## src/rtl/vmult_lane_seq.sv

```systemverilog
`default_nettype none
// ============================================================================
//  Module   : vmult_lane_seq
//  Brief    : Lane sequencer around the combinational FP16 lane multiplier.
//             Optional macro VMULT_SAT_EN clamps overflowed lanes to max finite.
//  Revision : 1.0  initial release
// ============================================================================
module vmult_lane_seq #(
    parameter int LANES = 16,
    parameter int DW    = 16
) (
    input  logic                  clk,
    input  logic                  rst_n,
    input  logic                  start,
    input  logic [LANES*DW-1:0]   vec_a,
    input  logic [LANES*DW-1:0]   vec_b,
    output logic [DW-1:0]         mult_a,
    output logic [DW-1:0]         mult_b,
    input  logic [DW-1:0]         mult_prod,
    input  logic                  mult_ovf,
    output logic                  busy,
    output logic                  done,
    output logic [LANES*DW-1:0]   result,
    output logic [LANES-1:0]      ovf_lane,
    output logic                  ovf_any
);

    localparam int              IW     = (LANES > 1) ? $clog2(LANES) : 1;
    localparam logic [IW-1:0]   C_LAST = IW'(LANES - 1);

    typedef enum logic [1:0] {
        S_IDLE = 2'd0,
        S_RUN  = 2'd1,
        S_DONE = 2'd2
    } state_t;

    state_t                 r_state;
    state_t                 w_next;
    logic [IW-1:0]          r_idx;
    logic [LANES*DW-1:0]    r_op_a;
    logic [LANES*DW-1:0]    r_op_b;
    logic [LANES*DW-1:0]    r_result;
    logic [LANES-1:0]       r_ovf;
    logic [DW-1:0]          w_lane_val;

    always_comb begin
        w_next = r_state;
        case (r_state)
            S_IDLE:  if (start) w_next = S_RUN;
            S_RUN:   if (r_idx == C_LAST) w_next = S_DONE;
            S_DONE:  w_next = S_IDLE;
            default: w_next = S_IDLE;
        endcase
    end

`ifdef VMULT_SAT_EN
    // Overflowed lanes become the signed largest finite value instead of infinity.
    assign w_lane_val = mult_ovf ? {mult_prod[DW-1], 15'h7BFF} : mult_prod;
`else
    assign w_lane_val = mult_prod;
`endif

    always_ff @(posedge clk or negedge rst_n) begin
        if (!rst_n) begin
            r_state  <= S_IDLE;
            r_idx    <= '0;
            r_op_a   <= '0;
            r_op_b   <= '0;
            r_result <= '0;
            r_ovf    <= '0;
        end else begin
            r_state <= w_next;
            case (r_state)
                S_IDLE: begin
                    if (start) begin
                        r_op_a   <= vec_a;
                        r_op_b   <= vec_b;
                        r_result <= '0;
                        r_ovf    <= '0;
                        r_idx    <= '0;
                    end
                end
                S_RUN: begin
                    r_result[r_idx*DW +: DW] <= w_lane_val;
                    r_ovf[r_idx]             <= mult_ovf;
                    r_idx                    <= r_idx + 1'b1;
                end
                default: ;
            endcase
        end
    end

    assign mult_a   = (r_state == S_RUN) ? r_op_a[r_idx*DW +: DW] : '0;
    assign mult_b   = (r_state == S_RUN) ? r_op_b[r_idx*DW +: DW] : '0;
    assign busy     = (r_state != S_IDLE);
    assign done     = (r_state == S_DONE);
    assign result   = r_result;
    assign ovf_lane = r_ovf;
    assign ovf_any  = |r_ovf;

endmodule
`default_nettype wire

```

## config.mk

```make
export PLATFORM = sky130hd
export DESIGN_NAME = vmult_lane_seq
export DESIGN_NICKNAME = d
export VERILOG_FILES = /design/src/rtl/vmult_lane_seq.sv
export SDC_FILE = /design/constraint.sdc
export NUM_CORES = 1
export LEC_CHECK = 0
export ABC_AREA = 1
export BUFFER_PORTS_ARGS = -buffer_cell sky130_fd_sc_hd__buf_2
export CAP_MARGIN = 20
export CORE_AREA = 3 3 322 324
export CTS_CLUSTER_DIAMETER = 50
export CTS_CLUSTER_SIZE = 8
export DETAILED_ROUTE_END_ITERATION = 8
export DIE_AREA = 0 0 325 327
export SLEW_MARGIN = 10
export SYNTH_ARGS = -nofsm -noshare
export SYNTH_HDL_FRONTEND = slang
export SYNTH_SLANG_ARGS = --single-unit
```

## constraint.sdc

```tcl
create_clock -name clk -period 6.9 [get_ports clk]
set_input_delay 1.38 -clock clk [delete_from_list [all_inputs] [get_ports clk]]
set_output_delay 1.38 -clock clk [all_outputs]
set_load 0.02 [all_outputs]
```

==> run metrics <==
worst-path fanout max=63; starting density of the core=35.3%; Distinct cells, synth=35; Worst-path clk slew=50 ps; FMAX=0.191 GHz; Synth warnings=0; Worst Path Buf+Inv=3; fillers=10,469; Tcrit/Tclk final=76.0%; Critical-path top delay cell=dfrtp_4; Async SR Flop Fraction=100%; RR Startpoint=r_idx[0]$_DFFE_PN0P_; CTS Buf Count=115; total negative slack=0 ps; Via Count=34,935; clk buf depth=3; Final HPWL DP=105 mm; Hold Fails Final Rpt=0; final wirelength=149 mm; Max VDD drop=0.271 mV; Final Cell Area=44,200 µm²; antenna-violating nets left=0; Clock Tree Root=clkbuf_16; share of post-route cells with drive strength above 1=19.7%; I/O Buffers=838; Worst Hold Class=reg2reg; CTS tree=built; setup slack, reg-to-reg=2290 ps; CTS resizes=0; crit-path max cell delay=750 ps; initial antenna violation count=20; Crit. End Element=output pin; vias in the first global route=34,334; most common cell after layout, fill and taps aside=nand2_1; Row Count=117; reg2reg path depth=11; Fin Hold WS=462 ps; area post-placement=41,000 µm²; Largest delay share family, worst path=buffers and inverters; Logic pwr share=41.5%; total power=22.0 mW; WP data required=5520 ps; fin. max-slew vios=0; Avg Inst Size Synth=7.64 µm²; hold buffers post-CTS=0; Total GRT Usage=27.3%; ys flop type=dfrtp_1; Post-synth EDFFs=0; # clock sinks=790; chip width=325 µm; Min Clock Period, post-route=5240 ps; Initial DRC Count=3,635; RSZ-0062 raised after global routing=no; P_sw=9.93 mW; crit path kind=reg2out; Die Area=106,000 µm²; Placed Instances=6,625; Die Span Y=327 µm; CORE AREA=101,000 µm²; Cell Area, Synth=35,800 µm²; total power density per cell area=498 nW/µm²; Syn Nets=5,225; CP Launch Point=r_idx[1]$_DFFE_PN0P_; sequential area share after synthesis=55.2%; vias per cell=5.15; worst slew pin tran=1070 ps; reg2reg end=result[226]$_DFFE_PN0P_; Post-CTS Setup Inserts=0; Lkg Pwr=24.5 nW; setup violators final=0; WL/cell=22.0 µm; CP Depth=9; Internal=12.1 mW; first-pass GRT wire length=220 mm; Crit path arrival time=3860 ps; CP endpoint=mult_b[6]; Flop pwr share=34.9%; CP Cell Sequence=inv_4, buf_4, o21ai_0, o22ai_1, nand2_1, nand2_1, nor2_1, nor2_1, buf_2; pin count of the biggest net entering global routing=191; Final Wtd Congestion=0.921; sw frac=45.0%; insertion delay to the later sink of the worst-skew pair=690 ps; IO Count=839; htree depth=3; Final nets=5,911; Overflow after GRT=0; Post-route DRC=0; most frequent cells in the layout=nand2_1, buf_2, dfrtp_1, nor2_1, o21ai_0; relative slew slack=28.5%; status=finished clean; drt pass-1 iters=6; #FFs+latches synth=790; Finished Layout Cells=6,777; Cells after Synth=4,688; Area Overhead vs Synth=23.5%; clock power share=23.6%; Worst setup SP type=flip-flop; Final Skew=25.5 ps; max-cap viol count=0
-- stage by stage --
step / setup slack [ps] / utilization (%)
3_5_place_dp: 2290 / 40.4
2_1_floorplan: 3750 / -
5_1_grt: 1360 / 43.6
6_report: 1660 / 43.6
3_3_place_gp: 2310 / 40.4
4_1_cts: 1540 / 43.6
-- cells in the mapped netlist (6+ instances only) --
cell type     n  area [µm²]
o21ai_1      16        80.1
inv_1        41         154
nand2_1    2345        8800
nand2_2      10        62.6
inv_2        10        37.5
dfrtp_1     790       19800
o21ai_0     271        1360
nand3_1     245        1230
nor3_1       39         195
nor4_1        6        37.5
nor2_4        6        67.6
o22ai_1     130         813
buf_2        53         265
nor2_1      430        1610
nand4_1       9        56.3
clkbuf_1    223         837
buf_1        25        93.8
-- per-layer routing --
layer | routed length [µm] | part of all wire (%) | vias up | GRT usage, %
met1 | 61400 | 41 | 16828 | 36.2
li1 | - | - | 16153 | -
met2 | 68100 | 46 | 1641 | 43.2
met3 | 12400 | 8.3 | 295 | 5.55
met4 | 7140 | 4.8 | 18 | 12.7
met5 | 107 | 0.072 | - | 0
-- flip-flops by register name (all words and copies together) (netlist names) --
register and count:
ovf_lane 16, r_idx 4, r_op_a 256, r_op_b 256
r_state 2, result 256
-- worst reg2reg max path, delay by kind of cell (launching register included) --
family | cells | cell delay, ps
and+or+nand+nor | 5 | 1640
buffers and inverters | 4 | 1530
DFF | 1 | 910
adders and majority gates | 1 | 260
AOI/OAI and AO/OA | 1 | 120
-- power by group through the flow --
| stage | Clock, mW | Sequential (mW) | Combinational (mW) |
|---|---|---|---|
| 4_1_cts | 5.29 | 7.65 | 9.16 |
| 6_report | 5.20 | 7.68 | 9.16 |
| 2_1_floorplan | 0 | 7.57 | 5.73 |
| 3_5_place_dp | 0 | 7.68 | 9.12 |
| 5_1_grt | 5.49 | 7.86 | 10.1 |
| 3_3_place_gp | 0 | 7.70 | 9.01 |
-- kinds of logic (layout without fill, tap and decap cells) --
group | Yosys count | after routing | synth area share [%]
AO/OA/AOI/OAI | 428 | 428 | 6.48
adder cells (fa/ha/maj) | 5 | 5 | 0.175
other | 0 | 8 | 0
XOR/XNOR | 1 | 1 | 0.0244
flip-flops | 790 | 790 | 55.2
buffers and inverters | 357 | 1070 | 3.96
AND/OR/NAND/NOR | 3107 | 3107 | 34.2
-- layout make-up --
type | count | area [µm²] | share of cell area, %
clock inverters | 16 | 214 | 0.484
well taps | 1368 | 1710 | 3.87
diodes | 8 | 20.0 | 0.0453
multi-input cells | 3541 | 14700 | 33.2
inverters | 53 | 216 | 0.489
clock buffers | 128 | 3020 | 6.82
flip-flops and latches | 790 | 19800 | 44.7
repair buffers | 873 | 4620 | 10.4
-- how the worst min path moves through the flow --
stage | depth (start not counted) | end | from | slack (ps)
6_report | 2 | result[154]$_DFFE_PN0P_ | result[154]$_DFFE_PN0P_ | 460
5_1_grt | 2 | result[203]$_DFFE_PN0P_ | result[203]$_DFFE_PN0P_ | 480
4_1_cts | 2 | result[153]$_DFFE_PN0P_ | result[153]$_DFFE_PN0P_ | 470
3_5_place_dp | 2 | result[153]$_DFFE_PN0P_ | result[153]$_DFFE_PN0P_ | 450
3_3_place_gp | 2 | result[154]$_DFFE_PN0P_ | result[154]$_DFFE_PN0P_ | 450
2_1_floorplan | 2 | r_op_a[100]$_DFFE_PN0P_ | r_op_a[100]$_DFFE_PN0P_ | 440
(Power assumes the default switching activity.)
